[src/rtl/div_sign_seq.sv]
// ---------------------------------------------------------------------------
// div_sign_seq -- sequential signed fixed-point divider, q = a / b.
//
// The quotient magnitude is built by radix-2 restoring division, one bit per
// clock over the operand magnitudes. The sign is then applied with truncation
// toward zero, and the result saturates on overflow or divide-by-zero.
// Operands use the same INTn.FRQn convention as the Goertzel multiplier.
// Latency is constant at N+1 clocks from the accepting edge, where N = DW+SH.
//
// Ports
//   clk        clock, all state on the rising edge
//   rst_n      asynchronous active-low reset
//   a_in       signed dividend  (INT1_I.FRQ1_I)
//   b_in       signed divisor   (INT2_I.FRQ2_I)
//   valid_in   operands valid; transfer = valid_in & ready_out
//   ready_out  high only while idle
//   q_out      signed quotient  (INT3_O.FRQ3_O), held until the next result
//   valid_out  one-cycle pulse that marks a new q_out and new flags
//   ovf_out    the result saturated because of overflow
//   dz_out     the divisor was zero
// ---------------------------------------------------------------------------
module div_sign_seq #(
   parameter int DW     = 32,
   parameter int INT1_I = 16,
   parameter int INT2_I = 16,
   parameter int INT3_O = 16
) (
   input  logic          clk,
   input  logic          rst_n,
   input  logic [DW-1:0] a_in,
   input  logic [DW-1:0] b_in,
   input  logic          valid_in,
   output logic          ready_out,
   output logic [DW-1:0] q_out,
   output logic          valid_out,
   output logic          ovf_out,
   output logic          dz_out
);

   localparam int FRQ1_I = DW - INT1_I;
   localparam int FRQ2_I = DW - INT2_I;
   localparam int FRQ3_O = DW - INT3_O;
   // The dividend is pre-shifted so that the integer quotient lands directly in the output Q-format.
   localparam int SH     = FRQ3_O - FRQ1_I + FRQ2_I;
   localparam int NW     = DW + SH;
   localparam int CW     = (NW > 1) ? $clog2(NW) : 1;

   localparam logic [CW-1:0] CNT_INIT = CW'(NW - 1);
   localparam logic [DW-1:0] MAX_POS  = {1'b0, {(DW-1){1'b1}}};
   localparam logic [DW-1:0] MIN_NEG  = {1'b1, {(DW-1){1'b0}}};
   localparam logic [NW-1:0] Q_HALF   = {{(NW-1){1'b0}}, 1'b1} << (DW - 1);

   if (SH < 0) begin : g_sh_check
      $error("div_sign_seq: FRQ3_O - FRQ1_I + FRQ2_I must be >= 0");
   end

   typedef enum logic [1:0] {
      ST_IDLE = 2'd0,
      ST_CALC = 2'd1,
      ST_FIX  = 2'd2
   } state_t;

   state_t          state_q, state_d;
   logic            sign_q, sign_d;
   logic            sa_q, sa_d;
   logic            dz_q, dz_d;
   logic [DW-1:0]   bmag_q, bmag_d;
   logic [NW-1:0]   dvd_q, dvd_d;
   logic [NW-1:0]   quo_q, quo_d;
   logic [DW:0]     rem_q, rem_d;
   logic [CW-1:0]   cnt_q, cnt_d;
   logic [DW-1:0]   q_q, q_d;
   logic            vld_q, vld_d;
   logic            ovf_q, ovf_d;
   logic            dzo_q, dzo_d;

   logic            xfer_s;
   logic [DW-1:0]   amag_s;
   logic [DW-1:0]   bmag_s;
   logic [NW-1:0]   amag_ext_s;
   logic [DW:0]     rem_sh_s;
   logic            rem_ge_s;
   logic            quo_big_s;
   logic            rem_top_unused_s;

   assign xfer_s    = valid_in & (state_q == ST_IDLE);
   assign ready_out = (state_q == ST_IDLE);
   assign q_out     = q_q;
   assign valid_out = vld_q;
   assign ovf_out   = ovf_q;
   assign dz_out    = dzo_q;

   // The stored remainder is always below |b| <= 2^(DW-1), so its top bit stays zero.
   // The bit exists only to keep the width of the trial subtraction.
   assign rem_top_unused_s = rem_q[DW];

   // Compute the magnitudes as unsigned values; -2^(DW-1) maps exactly to 2^(DW-1).
   always_comb begin
      amag_s     = a_in[DW-1] ? -a_in : a_in;
      bmag_s     = b_in[DW-1] ? -b_in : b_in;
      amag_ext_s = '0;
      amag_ext_s[DW-1:0] = amag_s;
   end

   // One restoring step: shift in the next dividend bit, then subtract |b| if it fits.
   always_comb begin
      rem_sh_s  = {rem_q[DW-1:0], dvd_q[NW-1]};
      rem_ge_s  = (rem_sh_s >= {1'b0, bmag_q});
      quo_big_s = |quo_q[NW-1:DW-1];
   end

   // State register.
   always_ff @(posedge clk or negedge rst_n) begin
      if (!rst_n) begin
         state_q <= ST_IDLE;
      end else begin
         state_q <= state_d;
      end
   end

   // Next-state logic.
   always_comb begin
      state_d = state_q;
      case (state_q)
         ST_IDLE: begin
            if (xfer_s) begin
               state_d = ST_CALC;
            end else begin
               state_d = ST_IDLE;
            end
         end
         ST_CALC: begin
            if (cnt_q == '0) begin
               state_d = ST_FIX;
            end else begin
               state_d = ST_CALC;
            end
         end
         ST_FIX:  state_d = ST_IDLE;
         default: state_d = ST_IDLE;
      endcase
   end

   // Datapath and output next-state values for each FSM state.
   always_comb begin
      sign_d = sign_q;
      sa_d   = sa_q;
      dz_d   = dz_q;
      bmag_d = bmag_q;
      dvd_d  = dvd_q;
      quo_d  = quo_q;
      rem_d  = rem_q;
      cnt_d  = cnt_q;
      q_d    = q_q;
      vld_d  = 1'b0;
      ovf_d  = ovf_q;
      dzo_d  = dzo_q;
      case (state_q)
         ST_IDLE: begin
            if (xfer_s) begin
               sign_d = a_in[DW-1] ^ b_in[DW-1];
               sa_d   = a_in[DW-1];
               dz_d   = (b_in == '0);
               bmag_d = bmag_s;
               dvd_d  = amag_ext_s << SH;
               quo_d  = '0;
               rem_d  = '0;
               cnt_d  = CNT_INIT;
            end else begin
               cnt_d  = cnt_q;
            end
         end
         ST_CALC: begin
            dvd_d = dvd_q << 1;
            if (rem_ge_s) begin
               rem_d = rem_sh_s - {1'b0, bmag_q};
               quo_d = {quo_q[NW-2:0], 1'b1};
            end else begin
               rem_d = rem_sh_s;
               quo_d = {quo_q[NW-2:0], 1'b0};
            end
            if (cnt_q != '0) begin
               cnt_d = cnt_q - {{(CW-1){1'b0}}, 1'b1};
            end else begin
               cnt_d = cnt_q;
            end
         end
         ST_FIX: begin
            vld_d = 1'b1;
            if (dz_q) begin
               q_d   = sa_q ? MIN_NEG : MAX_POS;
               ovf_d = 1'b0;
               dzo_d = 1'b1;
            end else if (!sign_q && quo_big_s) begin
               q_d   = MAX_POS;
               ovf_d = 1'b1;
               dzo_d = 1'b0;
            end else if (sign_q && quo_big_s && (quo_q != Q_HALF)) begin
               q_d   = MIN_NEG;
               ovf_d = 1'b1;
               dzo_d = 1'b0;
            end else begin
               // A magnitude of exactly 2^(DW-1) with a negative sign negates back onto itself.
               q_d   = sign_q ? -quo_q[DW-1:0] : quo_q[DW-1:0];
               ovf_d = 1'b0;
               dzo_d = 1'b0;
            end
         end
         default: begin
            vld_d = 1'b0;
         end
      endcase
   end

   // Datapath and output registers.
   always_ff @(posedge clk or negedge rst_n) begin
      if (!rst_n) begin
         sign_q <= 1'b0;
         sa_q   <= 1'b0;
         dz_q   <= 1'b0;
         bmag_q <= '0;
         dvd_q  <= '0;
         quo_q  <= '0;
         rem_q  <= '0;
         cnt_q  <= '0;
         q_q    <= '0;
         vld_q  <= 1'b0;
         ovf_q  <= 1'b0;
         dzo_q  <= 1'b0;
      end else begin
         sign_q <= sign_d;
         sa_q   <= sa_d;
         dz_q   <= dz_d;
         bmag_q <= bmag_d;
         dvd_q  <= dvd_d;
         quo_q  <= quo_d;
         rem_q  <= rem_d;
         cnt_q  <= cnt_d;
         q_q    <= q_d;
         vld_q  <= vld_d;
         ovf_q  <= ovf_d;
         dzo_q  <= dzo_d;
      end
   end

endmodule

[config.mk]
export PLATFORM = sky130hd
export DESIGN_NAME = div_sign_seq
export DESIGN_NICKNAME = d
export VERILOG_FILES = /design/src/rtl/div_sign_seq.sv
export SDC_FILE = /design/constraint.sdc
export NUM_CORES = 1
export LEC_CHECK = 0
export CAP_MARGIN = 10
export CORE_MARGIN = 2
export CORE_UTILIZATION = 55
export CTS_CLUSTER_DIAMETER = 120
export DETAILED_ROUTE_END_ITERATION = 10
export GPL_TIMING_DRIVEN = 0
export MAX_ROUTING_LAYER = met4
export PLACE_DENSITY = 0.83
export SETUP_SLACK_MARGIN = 0.5
export SLEW_MARGIN = 0
export SYNTH_ARGS = -nofsm -noshare
export SYNTH_HDL_FRONTEND = slang
export SYNTH_SLANG_ARGS = --single-unit
[constraint.sdc]
create_clock -name clk -period 6.4 [get_ports clk]
set_input_delay 0.96 -clock clk [delete_from_list [all_inputs] [get_ports clk]]
set_output_delay 0.96 -clock clk [all_outputs]
set_load 0.005 [all_outputs]
==> run metrics, run 1 <==
max frequency=274 MHz; die area=22200 um2; Seq/Total Area, Yosys=41.1%; # DRC=0; fraction of layout cells with a size suffix above 1=3.75%; TritonCTS Sinks=190; # Max-Cap Violations=0; highest routed layer=met4; Total Wirelength=30.8 mm; DIE WIDTH=149 um; worst slack at placement=2.52 ns; num ports=103; Routed WL per cell=17.4 um; initial DRC count=907; Post-DP HPWL=22.8 mm; Die H=~150 um; I/O Buffers=102; met1 wire length=roughly 14 mm; critical path required time=6.75 ns; Cells after Synth=1361; asr flop ratio synth=100%; most frequent cells in the layout=nand2_1 (228), o21ai_0 (198), dfrtp_1 (190); FF-to-FF End=rem_q[30]; ys flop type=dfrtp_1; CTS Buf Count=17; Setup TNS=0 ns; Comb pwr share=5.8%; Worst EP arrival=4.00 ns; initial antenna violation count=0; R2R cell count=10; sequential share of power=49.7%; EDFF count, synth=0; largest net degree at the start of global routing=125; final hold viol count=0; Reg-to-Reg Start=bmag_q[0]; TritonRoute pass-1 iters=5; minimum clock period=3.65 ns; # diodes=0; clock power share=44.5%; Worst-Skew Late Latency=0.44 ns; Net Sw Frac=22.9%; Tcrit/Tclk final=57.0%; H-tree levels=4; nets=1588; post-synthesis register bit count=190; global-route wire length before repair=51.4 mm; Tot Pwr=2.42 mW; vias in the first global route=10400; Worst-Margin Slew=0.816 ns; Setup Buffers After CTS=0; CP Max Fanout=4; Post-Syn Area per Cell=8.50 um2; cell internal pwr=1.86 mW; Initial Util=55.6%; CTS tree=yes; CP Launch Type=flop; min-delay worst type=in2async; worst rel slew slack=45.6%; commonest non-fill, non-tap cell in the layout=nand2_1; Pwr per Cell Area=178 nW/um2; Vias=roughly 11000; Total GRT Usage=29.6%; Setup WS post-layout=2.75 ns; WL met2=around 14 mm; Worst IR Drop VDD=0.141 mV; filler instances=1755; RSZ-0062 raised after global routing=false; WL met3=2.08 mm; Slew Viols, Final=0; YS warnings=0; CTS Root Buffer Type=clkbuf_16; num rows=53; run status=complete, no violations; GP Congestion=0.963; clk slew on worst S/H paths=roughly 0.070 ns; CTS Hold Buffers Added=0; P_leak=between 5 and 6 nW; crit path kind=reg2reg; syn nets=around 1500; Fin Clk Skew=0.0111 ns; Final ANT Viol Nets=0; vias per cell=6.08; Psw=553 uW; Synth-to-Final Area Change=17.1%; endpoint class of the critical path=flop; Post-CTS Resized=0; grt ovf=0; worst reg2reg setup slack=2.75 ns; core area=20800 um2; Clock Tree Buf Depth=2; synthesized area=roughly 12000 um2; Setup violations, final=0; Distinct cells, synth=64
## critical path, stage by stage (launching register included)
cell and delay [ns]:
dfrtp_1 0.43, ha_1 0.24, fa_1 0.41, nand2b_1 0.18
a21oi_1 0.26, o2111ai_1 0.26, o21ai_0 0.62, a211oi_1 0.27
or4_1 0.54, mux2_2 0.28, o211ai_1 0.08
## power groups by stage
stage,logic (mW),clock network [mW],registers [mW]
floorplan,0.0456,0,1.22
global placement,0.136,0,1.22
detailed placement,0.141,0,1.22
CTS,0.141,1.08,1.20
global route,0.155,1.14,1.20
finish,0.140,1.08,1.20
## logic make-up after synthesis
kind of cell | count (synthesis) | share of synthesized area (%)
compound gates | 439 | 23.2
xor+xnor | 95 | 7.19
fa+ha+maj | 38 | 4.17
buf+inv | 133 | 4.49
flops | 190 | 41.1
mux | 26 | 2.27
simple gates | 440 | 17.6
## worst max path at each step
| stage | start | to | slack, ns | cells past startpoint |
|---|---|---|---|---|
| detailed placement | b_in[2] | bmag_q[27] | 2.52 | 8 |
| global route | bmag_q[13] | rem_q[13] | 2.43 | 13 |
| CTS | rem_q[12] | rem_q[19] | 2.78 | 12 |
| global placement | rst_n | dvd_q[22] | -3.32 | 1 |
| finish | bmag_q[0] | rem_q[30] | 2.75 | 10 |
| floorplan | a_in[16] | dvd_q[41] | 3.18 | 7 |
## sequential cells by signal, indices dropped and copies added (netlist names), 2 cells and up
register  count
rem_q        32
q_out        32
quo_q        48
dvd_q        32
cnt_q         6
state_q       2
bmag_q       32
## Yosys cell counts, types with 6 or more instances
cell        n  area, um2
o21ai_0   198        991
a21o_1     18        135
and3_1      8       50.1
nor4_1     12       75.1
nand2_1   228        856
xnor2_1    22        193
or2_2       6       37.5
a22oi_1    26        195
a21oi_1    84        420
mux2i_1    24        240
or3_1      15       93.8
or4_1      14        105
clkbuf_1   72        270
dfrtp_1   190       4750
nor2_1     51        191
o31ai_1    39        293
nand3_1    34        170
o41ai_1    17        149
o21bai_1    6       45.0
nor2b_1     9       56.3
nand2b_1    9       56.3
nor3_1     27        135
ha_1       37        463
inv_1      50        188
nand4_1     9       56.3
xor2_1     73        639
## metal layers
metal / GRT usage, % / vias to the layer above
li1: - / 5120
met1: 41.3 / 5186
met2: 45.3 / 407
met3: 4.25 / 50
met4: 9.05 / 0
met5: - / -
## layout make-up
class                   count  area, um2  share of cell area (%)
clock buffers              20        457                    3.37
multi-input cells        1038       6300                    46.5
plain buffers              83        332                    2.45
clock inverters            11        129                   0.951
inverters                  50        188                    1.38
repair buffers            103       1050                    7.77
well taps                 275        344                    2.54
flip-flops and latches    190       4750                    35.1
## stage by stage
| step | hold slack (ns) | instances | area [um2] | util [%] |
|---|---|---|---|---|
| 2_1_floorplan | 0.443 | 1361 | 11600 | - |
| 3_3_place_gp | 0.462 | 1738 | 12900 | 62.1 |
| 3_5_place_dp | 0.464 | 1739 | 13000 | 62.3 |
| 4_1_cts | 0.477 | 1770 | 13600 | 65.1 |
| 5_1_grt | 0.489 | 1770 | 13600 | 65.1 |
| 6_report | 0.450 | 1770 | 13600 | 65.1 |
Note: power is estimated with default switching activity, not from simulation.
==> run 2: changes to the inputs <==
CORE_UTILIZATION = 53   (was 55)
clock period = 3.3 ns   (was 6.4 ns; I/O delays follow)
==> run 2 against run 1 <==
Effect of this change: clock power is 86% higher; non-clock buffer count is 69 higher; power is 91% higher; sequential share of layout area is 3.9 points lower; critical path depth stayed put; critical path type unchanged; largest cell class unchanged.
==> run metrics, run 2 (synthesis gave the netlist of run 1 again) <==
run status=complete, no violations; Tcrit/Tclk final=93.4% (+36 points); sequential share of power=50.4% (+0.7 points); crit-path max cell delay=0.55 ns (-0.07 ns); TritonCTS Sinks=190 (unchanged); Hold WS=0.0670 ns (-0.383 ns); global-route wire length before repair=54.0 mm (+5.1%); P_leak=6.69 nW (+12%); die area=23000 um2 (+3.7%); num ports=103 (unchanged); Psw=1.14 mW (+110%); largest net degree at the start of global routing=107 (-14%); Post-Layout Cell Count=1846 (+4.3%); CTS Root Buffer Type=clkbuf_16; critical path depth=10 (unchanged); endpoint class of the critical path=flop; grt ovf=0 (unchanged); CP Cell Sequence=or4_4 -> or4_4 -> o41ai_4 -> buf_4 -> nand2_8 -> buf_6 -> nor2_4 -> nand2_1 -> o211ai_1 -> a22o_1; WP buf/inv=2 (+2); Routed WL per cell=19.7 um (+13%); Pwr per Cell Area=302 nW/um2 (+70%); Worst EP arrival=3.47 ns (-0.53 ns); Final ANT Viol Nets=0 (unchanged); RSZ-0062 raised after global routing=true; CP Launch Type=flop; fraction of layout cells with a size suffix above 1=17.0% (+13 points); Net Sw Frac=24.6% (+1.7 points); R2R cell count=10 (unchanged); final hold viol count=0 (unchanged); critical path required time=3.69 ns (-3.06 ns); Clock Tree Buf Depth=2 (unchanged); Worst-Skew Late Latency=0.45 ns (about the same); Total GRT Usage=30.5% (+0.86 points); Reg-to-Reg Start=quo_q[26]; worst reg2reg setup slack=0.22 ns (-2.53 ns); CTS tree=yes; Placed Cells=1744 (+0.29%); Synth-to-Final Area Change=32.0%; core area=21600 um2 (+3.8%); cell internal pwr=3.48 mW (+87%); min-delay worst type=in2async; vias in the first global route=11000 (+5.8%); Post-DP HPWL=23.1 mm (+1.2%); DIE WIDTH=152 um (+1.8%); minimum clock period=3.08 ns (-0.566 ns); initial antenna violation count=0 (unchanged); worst rel slew slack=35.5% (-10 points); Largest Register=quo_q; critical path's top delay family=simple AND/OR/NAND/NOR gates; GP Congestion=0.981 (+1.9%); num rows=54 (+1.9%); Total Wirelength=36.3 mm (+18%); worst slack at placement=-0.124 ns (-2.65 ns); crit path kind=reg2reg; Initial Util=53.5% (-2.1 points); fin util=70.6% (+5.5 points); vias per cell=6.34 (+4.2%); CP dominant cell by count=or4_4; CTS Hold Buffers Added=0 (unchanged); Slew Viols, Final=0 (unchanged); filler instances=1547 (-12%); FF-to-FF End=q_out[11]; # Max-Cap Violations=0 (unchanged); slowest CP cell=or4_4; TritonRoute pass-1 iters=6 (+1); initial DRC count=1085 (+20%); # DRC=0 (unchanged); nets=1658 (+4.4%); most frequent cells in the layout=nand2_1 (219), dfrtp_1 (188), o21ai_0 (142); clock power share=43.6% (-0.9 points); commonest non-fill, non-tap cell in the layout=nand2_1; I/O Buffers=102 (unchanged); Setup WS post-layout=0.218 ns (-2.53 ns); CP Max Fanout=7 (+3); Setup violations, final=0 (unchanged); CTS Buf Count=17 (unchanged); Vias=11700 (+8.7%); Fin Clk Skew=0.0118 ns (+0.000733 ns); H-tree levels=4 (unchanged); Setup TNS=0 ns (unchanged); max frequency=324 MHz (+18%); Worst IR Drop VDD=0.268 mV (+90%); Die H=152 um (+1.8%); # diodes=0 (unchanged); clk slew on worst S/H paths=0.08 ns (about the same); Comb pwr share=6.0% (+0.2 points); Worst-Margin Slew=0.967 ns (+0.151 ns); max FFs per register=48 (unchanged)
## run 2: cell count changes in the layout (fill, tap and decap cells not counted), moves of 10 or more
cell,change
o21ai_1,+39
o21ai_2,+15
a21oi_1,-19
ha_4,+10
buf_6,+21
o21ai_0,-56
ha_1,-12
buf_4,+45
clkbuf_1,-15
a21oi_2,+16
o31ai_1,-16
## run 2: worst max path at each step
stage	slack, ns	start	to
2_1_floorplan	0.41	quo_q[14]	q_out[18]
3_3_place_gp	-6.03	rst_n	dvd_q[33]
3_5_place_dp	-0.12	b_in[2]	bmag_q[27]
4_1_cts	0.31	bmag_q[0]	rem_q[30]
5_1_grt	0.17	quo_q[25]	q_out[11]
6_report	0.22	quo_q[26]	q_out[11]
## run 2: routing by layer
layer / GRT usage (%) / vias to the layer above / routed length (um)
met5: - / - / 0
met4: 12.9 / 0 / 1760
met3: 4.34 / 192 / 2500
met2: 50.1 / 642 / 17700
met1: 37.9 / 5600 / 14300
li1: - / 5266 / -
## run 2: worst register-to-register path: cells and delay by family (launching register included)
family	cells	cell delay [ns]
AOI/OAI and AO/OA	3	0.78
buffers and inverters	2	0.37
DFF	1	0.46
and+or+nand+nor	5	1.40
## run 2: timing repair
| item | 4_1_cts | 5_1_grt |
|---|---|---|
| pin swaps | 55 | 62 |
| endpoints found under the hold margin | 0 | 0 |
| endpoints found under the setup margin | 74 | 74 |
| resized for setup | 152 | 146 |
| cloned | 4 | 0 |
| setup buffers | 41 | 25 |
## run 2: cell type report
type,instances,area (um2),area share (%)
buffer,83,465,3.05
clock buffer,19,453,2.97
clock inverter,13,113,0.737
inverter,50,188,1.23
multi-input combinational,1039,7220,47.3
sequential,190,4760,31.1
tap,280,350,2.29
timing repair buffer,172,1730,11.3
## run 2: through the flow
step | instance area, um2 | power (mW)
after floorplan | 11600 | 2.46
after global placement | 13000 | 2.64
after detailed placement | 13000 | 2.65
after CTS | 14500 | 4.61
after global routing | 15300 | 4.75
final | 15300 | 4.62
## run 2: power groups by stage
stage               registers, mW  clock network (mW)  logic (mW)
floorplan                    2.37                   0      0.0885
global placement             2.37                   0       0.263
detailed placement           2.37                   0       0.273
CTS                          2.33                2.01       0.275
global route                 2.33                2.12       0.306
finish                       2.33                2.01       0.277
